### config.mk
export PLATFORM = sky130hd
export DESIGN_NAME = icache_refill_ctrl_flat
export DESIGN_NICKNAME = d
export VERILOG_FILES = /design/src/rtl/icache_refill_ctrl_if.sv /design/src/rtl/icache_refill_ctrl.sv /design/src/flat_wrapper.sv
export SDC_FILE = /design/constraint.sdc
export NUM_CORES = 1
export LEC_CHECK = 0
export CORE_UTILIZATION = 25
export DETAILED_ROUTE_END_ITERATION = 16
export DONT_BUFFER_PORTS = 1
export MAX_ROUTING_LAYER = met4
export PLACE_DENSITY_LB_ADDON = 0.15
export SLEW_MARGIN = 10
export SYNTH_ARGS = -nofsm -noshare
export SYNTH_HDL_FRONTEND = slang
export SYNTH_SLANG_ARGS = --single-unit
### constraint.sdc
create_clock -name clk -period 1.7 [get_ports clk]
set_input_delay 0.34 -clock clk [delete_from_list [all_inputs] [get_ports clk]]
set_output_delay 0.34 -clock clk [all_outputs]
set_load 0.02 [all_outputs]
### src/rtl/icache_refill_ctrl_if.sv
// icache_refill_ctrl_if: fetch, memory-bus and cache-fill signals of the icache refill controller.
interface icache_refill_ctrl_if #(parameter int ADDR_W = 32, parameter int WORD_W = 32, parameter int WORDS_PER_LINE = 4);
  logic cpu_req;
  logic [ADDR_W-1:0] cpu_addr;
  logic cache_hit;
  logic stall;
  logic mem_req;
  logic [ADDR_W-1:0] mem_addr;
  logic mem_ack;
  logic mem_valid;
  logic [WORD_W-1:0] mem_data;
  logic fill_we;
  logic [ADDR_W-1:0] fill_addr;
  logic [WORD_W*WORDS_PER_LINE-1:0] fill_line;
  logic [31:0] miss_count;
  modport master (
    input cpu_req, cpu_addr, cache_hit, mem_ack, mem_valid, mem_data,
    output stall, mem_req, mem_addr, fill_we, fill_addr, fill_line, miss_count
  );
  modport slave (
    output cpu_req, cpu_addr, cache_hit, mem_ack, mem_valid, mem_data,
    input stall, mem_req, mem_addr, fill_we, fill_addr, fill_line, miss_count
  );
endinterface

### src/rtl/icache_refill_ctrl.sv
// icache_refill_ctrl: icache miss sequencer, requests a line, gathers its beats, writes it in one cycle.
// Define PERF_CNT_EN to build the miss counter; otherwise miss_count is tied to zero.
module icache_refill_ctrl #(
  parameter int ADDR_W = 32,
  parameter int WORD_W = 32,
  parameter int WORDS_PER_LINE = 4
) (
  input logic clk,
  input logic reset,
  icache_refill_ctrl_if.master bus
);
  localparam int LINE_W = WORD_W * WORDS_PER_LINE;
  localparam int OFF_W = $clog2(LINE_W / 8);
  localparam int CNT_W = $clog2(WORDS_PER_LINE);
  localparam logic [1:0] IDLE = 2'd0, REQ = 2'd1, FILL = 2'd2, WRITE = 2'd3;
  logic [1:0] state;
  logic [CNT_W-1:0] count;
  logic [LINE_W-1:0] line_buf;
  logic miss, last;
  assign miss = state == IDLE && bus.cpu_req && !bus.cache_hit;
  assign last = count == CNT_W'(WORDS_PER_LINE - 1);
  // The miss cycle itself must stall, so IDLE stall is combinational from the fetch inputs.
  assign bus.stall = state == IDLE ? miss : 1'b1;
  assign bus.mem_req = state == REQ;
  assign bus.fill_we = state == WRITE;
  always_ff @(posedge clk) begin
    if (reset) begin
      state <= IDLE;
      count <= '0;
      line_buf <= '0;
      bus.mem_addr <= '0;
      bus.fill_addr <= '0;
      bus.fill_line <= '0;
    end else begin
      if (miss) begin
        state <= REQ;
        bus.mem_addr <= {bus.cpu_addr[ADDR_W-1:OFF_W], OFF_W'(0)};
        bus.fill_addr <= {bus.cpu_addr[ADDR_W-1:OFF_W], OFF_W'(0)};
      end
      if (state == REQ && bus.mem_ack) begin
        state <= FILL;
        count <= '0;
      end
      if (state == FILL && bus.mem_valid) begin
        line_buf[count*WORD_W +: WORD_W] <= bus.mem_data;
        count <= count + 1'b1;
        if (last) begin
          state <= WRITE;
          bus.fill_line <= {bus.mem_data, line_buf[LINE_W-WORD_W-1:0]};
        end
      end
      if (state == WRITE) state <= IDLE;
    end
  end
`ifdef PERF_CNT_EN
  always_ff @(posedge clk) begin
    if (reset) bus.miss_count <= '0;
    else if (miss) bus.miss_count <= bus.miss_count + 1'b1;
  end
`else
  assign bus.miss_count = '0;
`endif
endmodule

### src/flat_wrapper.sv
// flat-port wrapper written by rule: the top's interface ports become plain ports
module icache_refill_ctrl_flat 
#(
  parameter int ADDR_W = 32,
  parameter int WORD_W = 32,
  parameter int WORDS_PER_LINE = 4
)
  (clk, reset, bus_cpu_req, bus_cpu_addr, bus_cache_hit, bus_mem_ack, bus_mem_valid, bus_mem_data, bus_stall, bus_mem_req, bus_mem_addr, bus_fill_we, bus_fill_addr, bus_fill_line, bus_miss_count);
  icache_refill_ctrl_if #(.ADDR_W(ADDR_W), .WORD_W(WORD_W), .WORDS_PER_LINE(WORDS_PER_LINE)) bus_i ();
  input logic clk;
  input logic reset;
  input wire logic [$bits(bus_i.cpu_req)-1:0] bus_cpu_req;
  input wire logic [$bits(bus_i.cpu_addr)-1:0] bus_cpu_addr;
  input wire logic [$bits(bus_i.cache_hit)-1:0] bus_cache_hit;
  input wire logic [$bits(bus_i.mem_ack)-1:0] bus_mem_ack;
  input wire logic [$bits(bus_i.mem_valid)-1:0] bus_mem_valid;
  input wire logic [$bits(bus_i.mem_data)-1:0] bus_mem_data;
  output wire logic [$bits(bus_i.stall)-1:0] bus_stall;
  output wire logic [$bits(bus_i.mem_req)-1:0] bus_mem_req;
  output wire logic [$bits(bus_i.mem_addr)-1:0] bus_mem_addr;
  output wire logic [$bits(bus_i.fill_we)-1:0] bus_fill_we;
  output wire logic [$bits(bus_i.fill_addr)-1:0] bus_fill_addr;
  output wire logic [$bits(bus_i.fill_line)-1:0] bus_fill_line;
  output wire logic [$bits(bus_i.miss_count)-1:0] bus_miss_count;
  assign bus_i.cpu_req = bus_cpu_req;
  assign bus_i.cpu_addr = bus_cpu_addr;
  assign bus_i.cache_hit = bus_cache_hit;
  assign bus_i.mem_ack = bus_mem_ack;
  assign bus_i.mem_valid = bus_mem_valid;
  assign bus_i.mem_data = bus_mem_data;
  assign bus_stall = bus_i.stall;
  assign bus_mem_req = bus_i.mem_req;
  assign bus_mem_addr = bus_i.mem_addr;
  assign bus_fill_we = bus_i.fill_we;
  assign bus_fill_addr = bus_i.fill_addr;
  assign bus_fill_line = bus_i.fill_line;
  assign bus_miss_count = bus_i.miss_count;
  icache_refill_ctrl #(.ADDR_W(ADDR_W), .WORD_W(WORD_W), .WORDS_PER_LINE(WORDS_PER_LINE)) u_core (.clk(clk), .reset(reset), .bus(bus_i));
endmodule
# ---- Word-level counts from Yosys, hierarchy flattened
# Index checks and enable logic that the tools add are counted.
dict set report word_totals {
  word_cells 30
  mem_bits_ro 0
  latchBits 0
  memories 0
  ramBits 0
  reg_bits 288
}
dict set report op_classes {
  eq_ne 4
  multipliers 0
  n_lt_le_gt_ge 0
  n_shift 2
  n_addsub 2
  n_mux 8
  div_mod_pow 0
  n_bitwise 0
  n_reduce_logical 9
}
# operator n
set op_table {}
lappend op_table {{128-bit bitwise mux} 1}
lappend op_table {{32-bit by 34-bit variable shift with 128-bit output (first input constant)} 1}
lappend op_table {{32-bit by 34-bit indexed part select with 128-bit output} 1}
lappend op_table {{7-bit negation with 34-bit output} 1}
lappend op_table {{2-bit 2-to-1 mux} 6}
lappend op_table {{2-bit equality test (second input constant)} 3}
lappend op_table {{1-bit logical AND} 4}
lappend op_table {{2-bit by 1-bit adder with 2-bit output (second input constant)} 1}
lappend op_table {{2-bit by 1-bit equality test with 1-bit output (second input constant)} 1}
lappend op_table {{2-bit logical NOT} 1}
lappend op_table {{2-bit AND reduction} 1}
lappend op_table {{2-bit nonzero test} 1}
lappend op_table {{2-bit OR reduction} 1}
lappend op_table {{1-bit logical NOT} 1}
lappend op_table {{1-bit 2-to-1 mux} 1}

# ---- Longest topological paths before layout
# Gate-level depths: netlist of run 1.
dict set report depth {
  word_depth 7
  mapped_depth 7
}

# ---- Worst setup path before layout of run 1
# No wires, ideal clock.
dict set report synth_path {
  path_kind {register -> register}
  startpoint {reg u_core.count[0]}
  endpoint {reg u_core.line_buf[50]}
  arrival_ns 1.626
  required_time_ns 1.630
  n_path_buf 2
  slack_ns 0.003
  stages_incl_launch_ff 8
  synth_period_minus_slack_ns 1.697
  setup_time_ns 0.070
  cell_sequence {dfxtp_1 -> inv_1 -> ha_1 -> and3b_1 -> clkbuf_1 -> clkbuf_1 -> nand3_1 -> a21oi_1}
}
dict set report synth_between {
  elab_chain_len 3
  elab_cells_between_ends 4
  cone_classes {add/sub: 1; shift: 2; mux: 1}
}
# element line_no
set synth_rtl {}
lappend synth_rtl {{start: declaration} icache_refill_ctrl.sv:17} ;# logic [CNT_W-1:0] count;
lappend synth_rtl {{start signal: assignment} icache_refill_ctrl.sv:46} ;# count <= count + 1'b1;
lappend synth_rtl {{7-bit negation with 34-bit output (*)} icache_refill_ctrl.sv:45} ;# line_buf[count*WORD_W +: WORD_W] <= bus.mem_data;
lappend synth_rtl {{32-bit by 34-bit indexed part select with 128-bit output / 32-bit by 34-bit variable shift with 128-bit output (equally long branches)} icache_refill_ctrl.sv:45}
lappend synth_rtl {{128-bit bitwise mux (*)} icache_refill_ctrl.sv:45}
lappend synth_rtl {{end signal: indexed assignment} icache_refill_ctrl.sv:45}
lappend synth_rtl {{end: declaration} icache_refill_ctrl.sv:18} ;# logic [LINE_W-1:0] line_buf;
# Mark *: on every way between the ends. The rest lies on a longest branch, timed or not.
# A chain may end at the register's enable or synchronous reset.

# ---- Worst setup path after layout of run 1
dict set report layout_path {
  startpoint {reg u_core.state[1]}
  endpoint {out bus_mem_req}
}
dict set report layout_between {
  elab_chain_len 1
}
# element line_no
set layout_rtl {}
lappend layout_rtl {{start: declaration} icache_refill_ctrl.sv:16} ;# logic [1:0] state;
lappend layout_rtl {{start signal: assignment} icache_refill_ctrl.sv:28} ;# state <= IDLE;
lappend layout_rtl {{start signal: assignment} icache_refill_ctrl.sv:36} ;# state <= REQ;
lappend layout_rtl {{start signal: assignment} icache_refill_ctrl.sv:41} ;# state <= FILL;
lappend layout_rtl {{2-bit by 1-bit equality test with 1-bit output} icache_refill_ctrl.sv:24} ;# assign bus.mem_req = state == REQ;
lappend layout_rtl {{end: declaration} flat_wrapper.sv:19} ;# output wire logic [$bits(bus_i.mem_req)-1:0] bus_mem_req;
# No other way between the ends.

==> results by group, run 1 <==
Status
  • Status: complete, but fails checks
  • Failing checks: hold timing

Synth
  • Synth warnings: 0
  • XOR/XNOR Fraction of Synth Area: 0
  • Synth Area in Simple Gates: 0.2243
  • Largest family of logic cells by synthesized area: simple AND/OR/NAND/NOR gates
  • Top-count cell post-synth: nand2_1
  • Area leader, netlist: dfxtp_1
  • Yosys reg bits: 256
  • Compound-Gate Fraction of Synth Area: 0.1349
  • Sequential fraction of the synthesis area: 0.5251
  • Async set-or-reset flop fraction in the synthesized netlist: 0
  • Adder-cell share of the synthesized area: 0.006409
  • Most used DFF post-synth: dfxtp_1
  • Cell count after synthesis: 1217
  • Most frequent cells after synthesis: nand2_1 (409), dfxtp_1 (256), a21oi_1 (253)
  • Mux cell area share after synthesis: 0
  • Area contributors post-synth: dfxtp_1 (53%), nand2_1 (16%), a21oi_1 (13%)
  • Post-synth EDFFs: 0
  • Count of different cell masters after synthesis: 27
  • Avg Inst Size Synth: 8.020 um^2
  • Mapped Area: 0.009761 mm^2
  • Yosys top cell area share: 0.5251

Floorplanning
  • Starting density of the core: 0.2531
  • Io pins: around 300
  • Die Y: 199.6 um
  • Core ar.: 0.03856 mm^2
  • # rows: 72
  • Full die area: 0.03984 mm^2
  • Die X: 199.6 um

Routing
  • Metal3 WL: 2239 um
  • Max layer used: met4
  • Via density: 4.472
  • Wire length per cell: 17.42 um
  • Final wirelength: 30590 um
  • # DRC: 0
  • M1 WL: roughly 13000 um
  • 1st-iter DRT viols: between 300 and 400
  • DR WL met2: ~15000 um
  • Antenna-violating nets left: 0
  • Total number of vias: 7853
  • DRT Pass-1 Iters: 5

CTS
  • CTS tree: built
  • Clock root buffer: clkbuf_16
  • Worst skew pair latency: 0.56 ns
  • CTS Buf Count: 30
  • Clock buffer depth: 3
  • CTS Sinks: roughly 260
  • Clock transition at the registers of the reported paths: 0.06 ns
  • CTS H-tree lvls: 1

Setup path
  • Cell Chain, Critical Path: buf_4, nor2b_4, buf_4
  • Crit path largest cell delay: roughly 0.36 ns
  • WP buf/inv: 2
  • Reg2Reg Depth: 7
  • CP max-delay cell: dfxtp_4
  • Most frequent CP cell: buf_4
  • Largest delay share family, worst path: flip-flops
  • WS Path Type: flip-flop to primary output
  • Cell depth of the worst setup path: 3
  • Critical path arrival: 1.31 ns
  • Worst endpoint required time: 1.36 ns
  • Critical Path Start Type: flip-flop
  • Type of destination of the critical path: primary output
  • R2R setup slack: 0.08 ns
  • Critical path peak fanout: 4

Global route
  • GRT overflow: 0
  • Number of antenna violations at the first check in global routing: 1
  • Largest net degree at the start of global routing: approximately 260
  • First-pass GRT wire length: 44330 um
  • GRT Util Overall: 0.1487
  • Vias in the first global route: 7296

Finish
  • Layout cells sized above 1: 0.08327
  • Final instance area: 0.01166 mm^2
  • Fin nets: 1292
  • Fill count: 4174
  • Final cell utilization of the core: 0.3024
  • Area grow syn2layout: 19.46%

Timing
  • Worst-Margin Slew: 0.5140 ns
  • Final hold violation count: 142
  • RSZ-0062 raised after global routing: true
  • Fin crit share: 0.9710
  • Layout Skew: about 0.011 ns
  • Peak Freq: 605.8 MHz
  • Fin crit period: 1.651 ns
  • TNS Setup: 0 ns
  • Finish-stage setup viols: 0
  • Worst slew margin: 0.6573
  • Slew Viols, Final: 0
  • Final Hold Slack: -0.1522 ns

Power
  • Peak VDD IR: 702.9 uV
  • Power per standard cell area: 1140 mW/mm^2
  • Total power: around 0.013 W
  • Leakage: 3.821 nW

Min path
  • Worst Hold Path Cells: 1
  • Worst min path class: primary input to flip-flop

Placement
  • PortBufs: 0
  • DP HPWL: 18920 um
  • GPL Wtd Cong: 0.7027
  • Post-DP Area: 0.01002 mm^2

Flow run
  • Max Cap Viol: 0
[registers in the layout, summed over array words and instances (netlist names)]
| name | cells |
|---|---|
| u_core.bus.fill_line | 128 |
| u_core.state | 2 |
| u_core.count | 2 |
| u_core.line_buf | 96 |
| u_core.bus.mem_addr | 28 |
[metrics by stage]
| stage | std cells | setup WS (ns) |
|---|---|---|
| global route | 1756 | -0.04356 |
| global placement | 1646 | 0.05063 |
| detailed placement | 1646 | 0.05333 |
| finish | 1756 | 0.04933 |
| floorplan | 1256 | 0.003272 |
| CTS | 1700 | -0.0007898 |
[final cells by class]
type / count / area (um^2) / share of cell area
flip-flops and latches: 256 / 5132 / 0.4402
well taps: 518 / 648.1 / 0.05559
diodes: 1 / 2.502 / 0.0002146
repair buffers: 94 / 1069 / 0.09164
clock buffers: 41 / 843.3 / 0.07233
multi-input cells: 832 / 3794 / 0.3254
inverters: 3 / 11.26 / 0.0009658
clock inverters: 11 / 160.2 / 0.01374
[repair_timing]
action	CTS	global route
endpoints found under the hold margin	256	254
pin swaps	0	2
resized for setup	9	6
buffers inserted	2	2
gates cloned	0	1
hold buffers	1	52
endpoints found under the setup margin	3	67
[report_power, final]
group	switching [W]	internal [W]
Clock	0.00253	0.00404
Combinational	0.000317	0.000218
Sequential	0.000136	0.00605
Total	0.00299	0.0103
[logic make-up (layout without fill, tap and decap cells)]
group	after synthesis	count (layout)
simple gates	527	527
fa+ha+maj	5	5
buf+inv	168	149
flops	256	256
other cells	1	41
compound gates	260	260
[routing by layer]
metal  GRT usage  vias up
met5           -        -
met4     0.03336        0
met3     0.04624       49
met2      0.2469      225
met1      0.1748     3692
li1            -     3887
[placed cells by master (no fill, tap or decap), types with 3 or more instances in the layout]
cell	instances
a21oi_1	252
and4b_2	3
buf_12	17
buf_4	23
bufinv_16	4
clkbuf_1	7
clkbuf_16	32
clkbuf_8	3
clkinv_2	5
conb_1	40
dfxtp_1	254
dlygate4sd3_1	53
ha_1	3
inv_1	3
nand2_1	409
nand3_1	96
nand4b_1	4
[worst paths after layout]
path / start / to
hold / removal: reset / u_core.bus.fill_line[112]$_SDFFE_PP0P_
setup reg to reg: u_core.count[0]$_SDFFE_PP0P_ / u_core.line_buf[31]$_SDFFE_PP0P_
setup / recovery: u_core.state[1]$_SDFF_PP0_ / bus_mem_req
hold reg to reg: u_core.line_buf[32]$_SDFFE_PP0P_ / u_core.bus.fill_line[32]$_SDFFE_PP0P_
(Power assumes the default switching activity.)
==> inputs of run 2 (changes only) <==
Settings changed: CORE_ASPECT_RATIO set to 1.75.
==> run 2 against run 1 <==
The flow still finishes with violations (hold timing). Highest routed layer unchanged. Worst setup slack better by 0.023 ns. Total power shrank 6.6%. Combinational power increased by 6.4%. First-iteration DRC count fell by 18%. Clock-buffer cell count is 5 lower. Non-clock buffer count increased by 6. Cell count fell by 2.0%. Largest cell class unchanged. Die area is essentially flat. Cell area is 1.3% lower.
==> results by group, run 2 (same netlist as run 1, synthesis figures left out) <==
Timing
  • Finish-stage setup viols: 0 (unchanged)
  • Slew Viols, Final: 0 (unchanged)
  • Worst slew margin: 0.6067 (was 0.6573)
  • Worst-Margin Slew: 0.5900 ns (was 0.5140 ns)
  • Layout Skew: 0.009826 ns (was 0.01064 ns)
  • Final hold violation count: 84 (was 142)
  • Final WS setup: 0.07185 ns (was 0.04933 ns)
  • Fin crit share: 0.9577 (was 0.9710)
  • Final Hold Slack: -0.1427 ns (was -0.1522 ns)
  • Peak Freq: 614.2 MHz (was 605.8 MHz)
  • Fin crit period: 1.628 ns (was 1.651 ns)

Min path
  • Worst min path class: primary input to flip-flop (unchanged)

Floorplanning
  • Full die area: 0.03987 mm^2 (was 0.03984 mm^2)
  • Starting density of the core: 0.2542 (was 0.2531)
  • # rows: 95 (was 72)
  • Core ar.: 0.03839 mm^2 (was 0.03856 mm^2)
  • Die Y: 263.4 um (was 199.6 um)
  • Io pins: 297 (unchanged)
  • Die X: 151.4 um (was 199.6 um)

CTS
  • Clock buffer depth: 3 (unchanged)
  • Clock transition at the registers of the reported paths: 0.07 ns (was 0.06 ns)
  • Worst skew pair latency: 0.55 ns (was 0.56 ns)
  • CTS Buf Count: 26 (was 30)
  • CTS Sinks: 256 (unchanged)
  • CTS H-tree lvls: 1 (unchanged)
  • CTS tree: built (unchanged)
  • Clock root buffer: clkbuf_16 (unchanged)

Routing
  • Antenna-violating nets left: 0 (unchanged)
  • # DRC: 0 (unchanged)
  • 1st-iter DRT viols: 320 (was 390)
  • Final wirelength: 29910 um (was 30590 um)
  • Wire length per cell: 17.38 um (was 17.42 um)
  • Via density: 4.540 (was 4.472)
  • DRT Pass-1 Iters: 4 (was 5)
  • Total number of vias: 7814 (was 7853)

Flow run
  • Max Cap Viol: 0 (unchanged)

Global route
  • Number of antenna violations at the first check in global routing: 1 (unchanged)
  • Largest net degree at the start of global routing: 257 (unchanged)
  • GRT Util Overall: 0.1497 (was 0.1487)
  • First-pass GRT wire length: 44720 um (was 44330 um)
  • Vias in the first global route: 7427 (was 7296)
  • GRT overflow: 0 (unchanged)

Power
  • Seq pwr share: 0.497 (was 0.465)
  • Clock share of power: 0.457 (was 0.494)
  • P_int: 0.009498 W (was 0.01031 W)
  • Leakage: 3.767 nW (was 3.821 nW)
  • Total power: 0.01243 W (was 0.01330 W)
  • Peak VDD IR: 684.7 uV (was 702.9 uV)
  • Net Sw Power: 0.002928 W (was 0.002988 W)
  • Power per standard cell area: 1080 mW/mm^2 (was 1140 mW/mm^2)
  • Comb pwr share: 0.046 (was 0.040)
  • Switching Fraction: 0.2356 (was 0.2247)

Setup path
  • CP max-delay cell: dfxtp_1 (was dfxtp_4)
  • Type of destination of the critical path: flip-flop (was primary output)
  • WS Path Type: flip-flop to flip-flop (was flip-flop to primary output)
  • Largest delay share family, worst path: buffers and inverters (was flip-flops)
  • Critical Path Start Type: flip-flop (unchanged)
  • WP buf/inv: 3 (was 2)
  • Worst endpoint required time: 2.16 ns (was 1.36 ns)
  • Cell Chain, Critical Path: inv_2, ha_4, nor3b_4, buf_12, buf_2, nand3_1, a21oi_1 (was buf_4, nor2b_4, buf_4)
  • Crit path largest cell delay: 0.37 ns (was 0.36 ns)
  • Critical path arrival: 2.09 ns (was 1.31 ns)
  • Critical path peak fanout: 5 (was 4)

Finish
  • Fill count: 4155 (was 4174)
  • Largest Register: u_core.bus.fill_line (unchanged)
  • Register area: 0.005134 mm^2 (was 0.005132 mm^2)
  • Fin nets: 1294 (was 1292)
  • Max FFs per register: 128 (unchanged)
  • Largest regs: u_core.bus.fill_line: 128 flops, u_core.line_buf: 96 flops, u_core.bus.mem_addr: 28 flops (unchanged)
  • Most frequent cells in the layout: nand2_1 (409), a21oi_1 (253), dfxtp_1 (253) (was nand2_1 (409), dfxtp_1 (254), a21oi_1 (252))
  • Commonest non-fill, non-tap cell in the layout: nand2_1 (unchanged)
  • Area grow syn2layout: 17.90% (was 19.46%)
  • Layout cells sized above 1: 0.07935 (was 0.08327)
  • Multi-input gate area in the final layout: 0.003790 mm^2 (was 0.003794 mm^2)

Placement
  • DP HPWL: 18270 um (was 18920 um)
  • GPL Wtd Cong: 0.6975 (was 0.7027)
  • Pre-CTS WS: -0.03283 ns (was 0.05333 ns)
  • PortBufs: 0 (unchanged)

Status
  • Failing checks: hold timing (unchanged)
  • Status: complete, but fails checks (unchanged)
[run 2: cell count changes in the layout (fill, tap and decap cells not counted), sizes merged]
cell,change
clkbuf,-5
clkinvlp,-1
clkinv,+1
buf,-1
bufinv,-3
dlygate4sd3,+7
[run 2: layout make-up]
cell class / count / area share
clock buffer: 36 / 0.06513
timing repair buffer: 100 / 0.09927
antenna: 1 / 0.0002175
sequential: 256 / 0.4461
inverter: 3 / 0.0009786
clock inverter: 8 / 0.006198
multi-input combinational: 832 / 0.3293
tap: 485 / 0.05273
[run 2: worst paths after layout]
path,startpoint,to,slack (ns),cells past startpoint
max,u_core.count[0]$_SDFFE_PP0P_,u_core.line_buf[71]$_SDFFE_PP0P_,0.07,7
min,reset,u_core.bus.fill_line[126]$_SDFFE_PP0P_,-0.14,1
max reg2reg,u_core.count[0]$_SDFFE_PP0P_,u_core.line_buf[71]$_SDFFE_PP0P_,0.07,7
min reg2reg,u_core.line_buf[94]$_SDFFE_PP0P_,u_core.bus.fill_line[94]$_SDFFE_PP0P_,0.45,2
[run 2: power groups by stage]
stage	Sequential (W)	Clock [W]	Combinational [W]
3_5_place_dp	0.00632	0	0.000341
6_report	0.00618	0.00568	0.000569
2_1_floorplan	0.00626	0	0.000497
3_3_place_gp	0.00631	0	0.000337
5_1_grt	0.00619	0.00611	0.000624
4_1_cts	0.00618	0.00592	0.000413
[run 2: metrics by stage]
step	TNS, ns	util	hold WS, ns	instances	area [um^2]
6_report	0	0.2997	-0.1427	1721	11510
5_1_grt	-0.04571	0.2997	-0.1608	1721	11510
2_1_floorplan	0	-	0.4321	1256	9907
4_1_cts	-0.04343	0.2855	-0.1569	1671	10960
3_5_place_dp	-0.1868	0.2587	0.4330	1610	9932
3_3_place_gp	-0.1545	0.2587	0.4287	1610	9932
[run 2: routing by layer]
layer / vias to the layer above / track usage / routed length (um)
li1: 3889 / - / -
met1: 3671 / 0.1666 / 11880
met2: 222 / 0.2635 / 15610
met3: 32 / 0.03033 / 1827
met4: 0 / 0.04405 / 600
met5: - / - / 0
[run 2: timing repair]
item                                   CTS  global route
resized for setup                       13            12
setup endpoints to repair               35            95
hold buffers                            17            43
endpoints found under the hold margin  256           233
buffers inserted                         0             4
cloned                                   0             2
==> patch 1: new RTL, config.mk and constraints of run 2 <==
`WORDS_PER_LINE` is set to 4 in 3 places; all go to 8.
--- a/src/rtl/icache_refill_ctrl_if.sv
+++ b/src/rtl/icache_refill_ctrl_if.sv
@@ -1,3 +1,3 @@
 // icache_refill_ctrl_if: fetch, memory-bus and cache-fill signals of the icache refill controller.
-interface icache_refill_ctrl_if #(parameter int ADDR_W = 32, parameter int WORD_W = 32, parameter int WORDS_PER_LINE = 4);
+interface icache_refill_ctrl_if #(parameter int ADDR_W = 32, parameter int WORD_W = 32, parameter int WORDS_PER_LINE = 8);
   logic cpu_req;
--- a/src/rtl/icache_refill_ctrl.sv
+++ b/src/rtl/icache_refill_ctrl.sv
@@ -5,3 +5,3 @@
   parameter int WORD_W = 32,
-  parameter int WORDS_PER_LINE = 4
+  parameter int WORDS_PER_LINE = 8
 ) (
--- a/src/flat_wrapper.sv
+++ b/src/flat_wrapper.sv
@@ -5,3 +5,3 @@
   parameter int WORD_W = 32,
-  parameter int WORDS_PER_LINE = 4
+  parameter int WORDS_PER_LINE = 8
 )
Interface: changed (resized bus_fill_line); port bits go from 297 to 425. The function was not compared with the original's and may differ.
==> patch 1 against run 2 <==
The run ends with hold timing, setup timing left; area after synthesis grew 110%; combinational power grew 46%; sequential cell count grew 256; setup slack lost 320 ps; cell area grew 140%; total power grew 110%; count of clock-buffer cells in the layout grew 37; routed wire length grew to 2.7 times the old value; die area grew 110%; sequential share of layout area shrank 7.0 points; largest cell class unchanged.
==> patch 1: results (changes against run 2) <==
| Quantity | Value | Unit | vs run 2 |
|:---|:---|:---|:---|
| Violated checks | hold timing, setup timing | - |  |
| Leakage power total | 8.956 | nW | +140% |
| Count of endpoints failing setup in the final report | 484 | - | +484 |
| Critical R2R Capture | u_core.line_buf[180]$_SDFFE_PP0P_ | - |  |
| Sequential cell area share | 0.3759 | - | -0.07025 |
| Outcome | complete, but fails checks | - |  |
| Fraction of final layout cells with drive strength greater than 1 | 0.1216 | - | +0.04223 |
| Setup WS post-layout | -252.8 | ps | -324.7 ps |
| Estimated wirelength of the detail-placed design | 46200 | µm | +150% |
| Metal3 WL | 4930 | µm | +170% |
| PostCTS Resize Cnt | 51 | - | +38 |
| Multi-input logic cell count | 1547 | - | +86% |
| Wire length of the first global-routing pass | 112600 | µm | +150% |
| Final clock-cell share | 0.07104 | - | -0.0002888 |
| Routed length on met1 | 31780 | µm | +170% |
| Worst slack after detailed placement | -238.7 | ps | -205.9 ps |
| DR pass1 iterations | 8 | - | +4 |
| Hold Vio Cnt, Final | 22 | - | -74% |
| Average footprint of a synthesized cell | 8.943 | µm² | +12% |
| Worst hold slack | -184.6 | ps | -41.91 ps |
| Commonest cells post-synth | 657 x sky130_fd_sc_hd__nand2_1, 512 x sky130_fd_sc_hd__dfxtp_1, 287 x sky130_fd_sc_hd__a21oi_1, 241 x sky130_fd_sc_hd__nand2b_1, 216 x sky130_fd_sc_hd__mux2i_1 | - |  |
| Placed cell count | 3184 | - | +98% |
| Global placer's final weighted congestion | 0.7546 | - | +8.2% |
| Net count, final | 2591 | - | +100% |
| Initial antenna violation count | 18 | - | +17 |
| Number of clock buffers in the layout | 73 | - | +100% |
| Relative area change from synthesis to final layout | 35.04 | % |  |
| Worst Hold End | u_core.bus.fill_line[169]$_SDFFE_PP0P_ | - |  |
| Netlist cell types | 39 | - | +44% |
| Met2 capacity usage during global routing | 0.3365 | - | +0.07300 |
| Total of flip-flops plus latches after synthesis | 512 | - | +100% |
| Met2 WL post-DR | 40740 | µm | +160% |
| Netlist Area Pre-Place | 0.02020 | mm² | +110% |
| Number of CTS-inserted buffers | 53 | - | +100% |
[patch 1: changes by cell type after synthesis, moves of 34 or more]
cell and delta:
sky130_fd_sc_hd__dfxtp_1 +256, sky130_fd_sc_hd__nand2_1 +248, sky130_fd_sc_hd__nand2b_1 +239, sky130_fd_sc_hd__mux2i_1 +216, sky130_fd_sc_hd__nand3_1 -53, sky130_fd_sc_hd__a21oi_1 +34
[patch 1: power by group through the flow]
stage / logic [mW] / clock network (mW) / registers (mW)
4_1_cts: 0.826 / 13.5 / 12.2
2_1_floorplan: 0.671 / 0 / 12.4
6_report: 0.829 / 13.1 / 12.2
3_3_place_gp: 0.426 / 0 / 12.4
5_1_grt: 0.875 / 13.9 / 12.2
3_5_place_dp: 0.435 / 0 / 12.4
[patch 1: logic make-up after synthesis]
kind of cell               after synthesis  synth area share
and+or+nand+nor                        984            0.2283
DFF                                    512            0.5073
AOI/OAI and AO/OA                      290           0.07215
buffers and inverters                  241           0.07512
muxes                                  224            0.1126
adders and majority gates                7          0.004335
other                                    1         0.0001856
==> patch 2: new RTL, config.mk and constraints of run 2 <==
Made on the original files. Add a define of `PERF_CNT_EN`.
--- a/src/rtl/icache_refill_ctrl.sv
+++ b/src/rtl/icache_refill_ctrl.sv
@@ -2,2 +2,4 @@
 // Define PERF_CNT_EN to build the miss counter; otherwise miss_count is tied to zero.
+`define PERF_CNT_EN
+
 module icache_refill_ctrl #(
Check against the original RTL: not equivalent (Yosys sat finds a counterexample within 4 cycles, from zero or initial values and one cycle with reset high).
==> patch 2 against run 2 <==
Critical endpoint is now u_core.bus.miss_count[16]$_SDFFE_PP0P_; clock skew is 2.7 ps higher; area after synthesis grew 11%; setup slack got worse by 320 ps; cell area increased by 20%; the run ends with hold timing, setup timing left; synthesized cell count up 12%; routed wire length increased by 33%; total power up 12%; non-clock buffer count up 51; sequential cell count is 32 higher.
==> patch 2: results (changes against run 2) <==
| Quantity | Value | Unit | vs run 2 |
|:---|:---|:---|:---|
| Final clock-cell share | 0.06786 | - | -0.003465 |
| Wire length of the first global-routing pass | 57370 | µm | +28% |
| Multi-input logic cell count | 935 | - | +12% |
| Met2 capacity usage during global routing | 0.3149 | - | +0.05141 |
| Violated checks | hold timing, setup timing | - |  |
| DR pass1 iterations | 6 | - | +2 |
| CP max FO | 6 | - | +1 |
| Largest registers | u_core.bus.fill_line x128, u_core.line_buf x96, u_core.bus.miss_count x32 | - |  |
| Share of cell area taken by multi-input logic gates | 0.3394 | - | +0.01006 |
| Maximum cell stage delay along the critical path | 560 | ps | +190 ps |
| Well Taps | 561 | - | +16% |
| Outcome | complete, but fails checks | - |  |
| Sequential cell area | 0.005773 | mm² | +12% |
| Worst hold slack | -153.3 | ps | -10.60 ps |
| Met1 track demand over resource in global routing | 0.1756 | - | +0.009034 |
| Top post-synthesis cells by area | sky130_fd_sc_hd__dfxtp_1 53%, sky130_fd_sc_hd__nand2_1 15%, sky130_fd_sc_hd__a21oi_1 13% | - |  |
| Net Sw Power | 3.216 | mW | +9.9% |
| Global placer's final weighted congestion | 0.7722 | - | +11% |
| Commonest cells post-synth | 430 x sky130_fd_sc_hd__nand2_1, 288 x sky130_fd_sc_hd__dfxtp_1, 276 x sky130_fd_sc_hd__a21oi_1, 106 x sky130_fd_sc_hd__nand3_1, 96 x sky130_fd_sc_hd__clkbuf_1 | - |  |
| Average footprint of a synthesized cell | 7.961 | µm² | -0.74% |
| Number of cell instances on the worst register-to-register path | 4 | - | -3 |
| Leakage power total | 4.604 | nW | +22% |
| Register area share after synthesis | 0.5329 | - | +0.007841 |
| Clock latency of the later-clocked register in the worst-skew pair | 570 | ps | +20 ps |
| Nonclk buf count | 151 | - | +51% |
| Fraction of final layout cells with drive strength greater than 1 | 0.1572 | - | +0.07788 |
| CP endpoint | u_core.bus.miss_count[16]$_SDFFE_PP0P_ | - |  |
| Count of filler cells inserted in the layout | 4562 | - | +9.8% |
| Met2 WL post-DR | 21280 | µm | +36% |
| Adder-cell share of the synthesized area | 0.006939 | - | +0.0005294 |
| Number of CTS-inserted buffers | 29 | - | +12% |
| Number of clock buffers in the layout | 41 | - | +14% |
| Count of endpoints failing setup in the final report | 18 | - | +18 |
| Hold Vio Cnt, Final | 74 | - | -12% |
| Via count of the first global-routing pass | 8967 | - | +21% |
| Setup WS post-layout | -252.1 | ps | -324.0 ps |
| Worst slack after detailed placement | -340.4 | ps | -307.6 ps |
| Worst-case vdd ir drop | 619.8 | µV | -9.5% |
| Estimated wirelength of the detail-placed design | 25990 | µm | +42% |
[patch 2: cell types whose count changed after synthesis, moves of 10 or more]
cell                       change
sky130_fd_sc_hd__buf_2        -31
sky130_fd_sc_hd__nand2_1      +21
sky130_fd_sc_hd__xor2_1       +10
sky130_fd_sc_hd__dfxtp_1      +32
sky130_fd_sc_hd__o31ai_1      +11
sky130_fd_sc_hd__buf_6        -12
sky130_fd_sc_hd__a21oi_1      +23
sky130_fd_sc_hd__clkbuf_1     +53
sky130_fd_sc_hd__buf_4        -41
sky130_fd_sc_hd__nand3_1      +10
sky130_fd_sc_hd__nand4_1      +11
sky130_fd_sc_hd__nor2_1       +11
sky130_fd_sc_hd__or4_1        +11
[patch 2: what timing repair did]
item	CTS	global route
cloned	2	7
pin swaps	20	7
endpoints found under the hold margin	288	288
hold buffers	34	1
gates resized for setup	36	49
setup endpoints to repair	43	272
buffers inserted	6	7
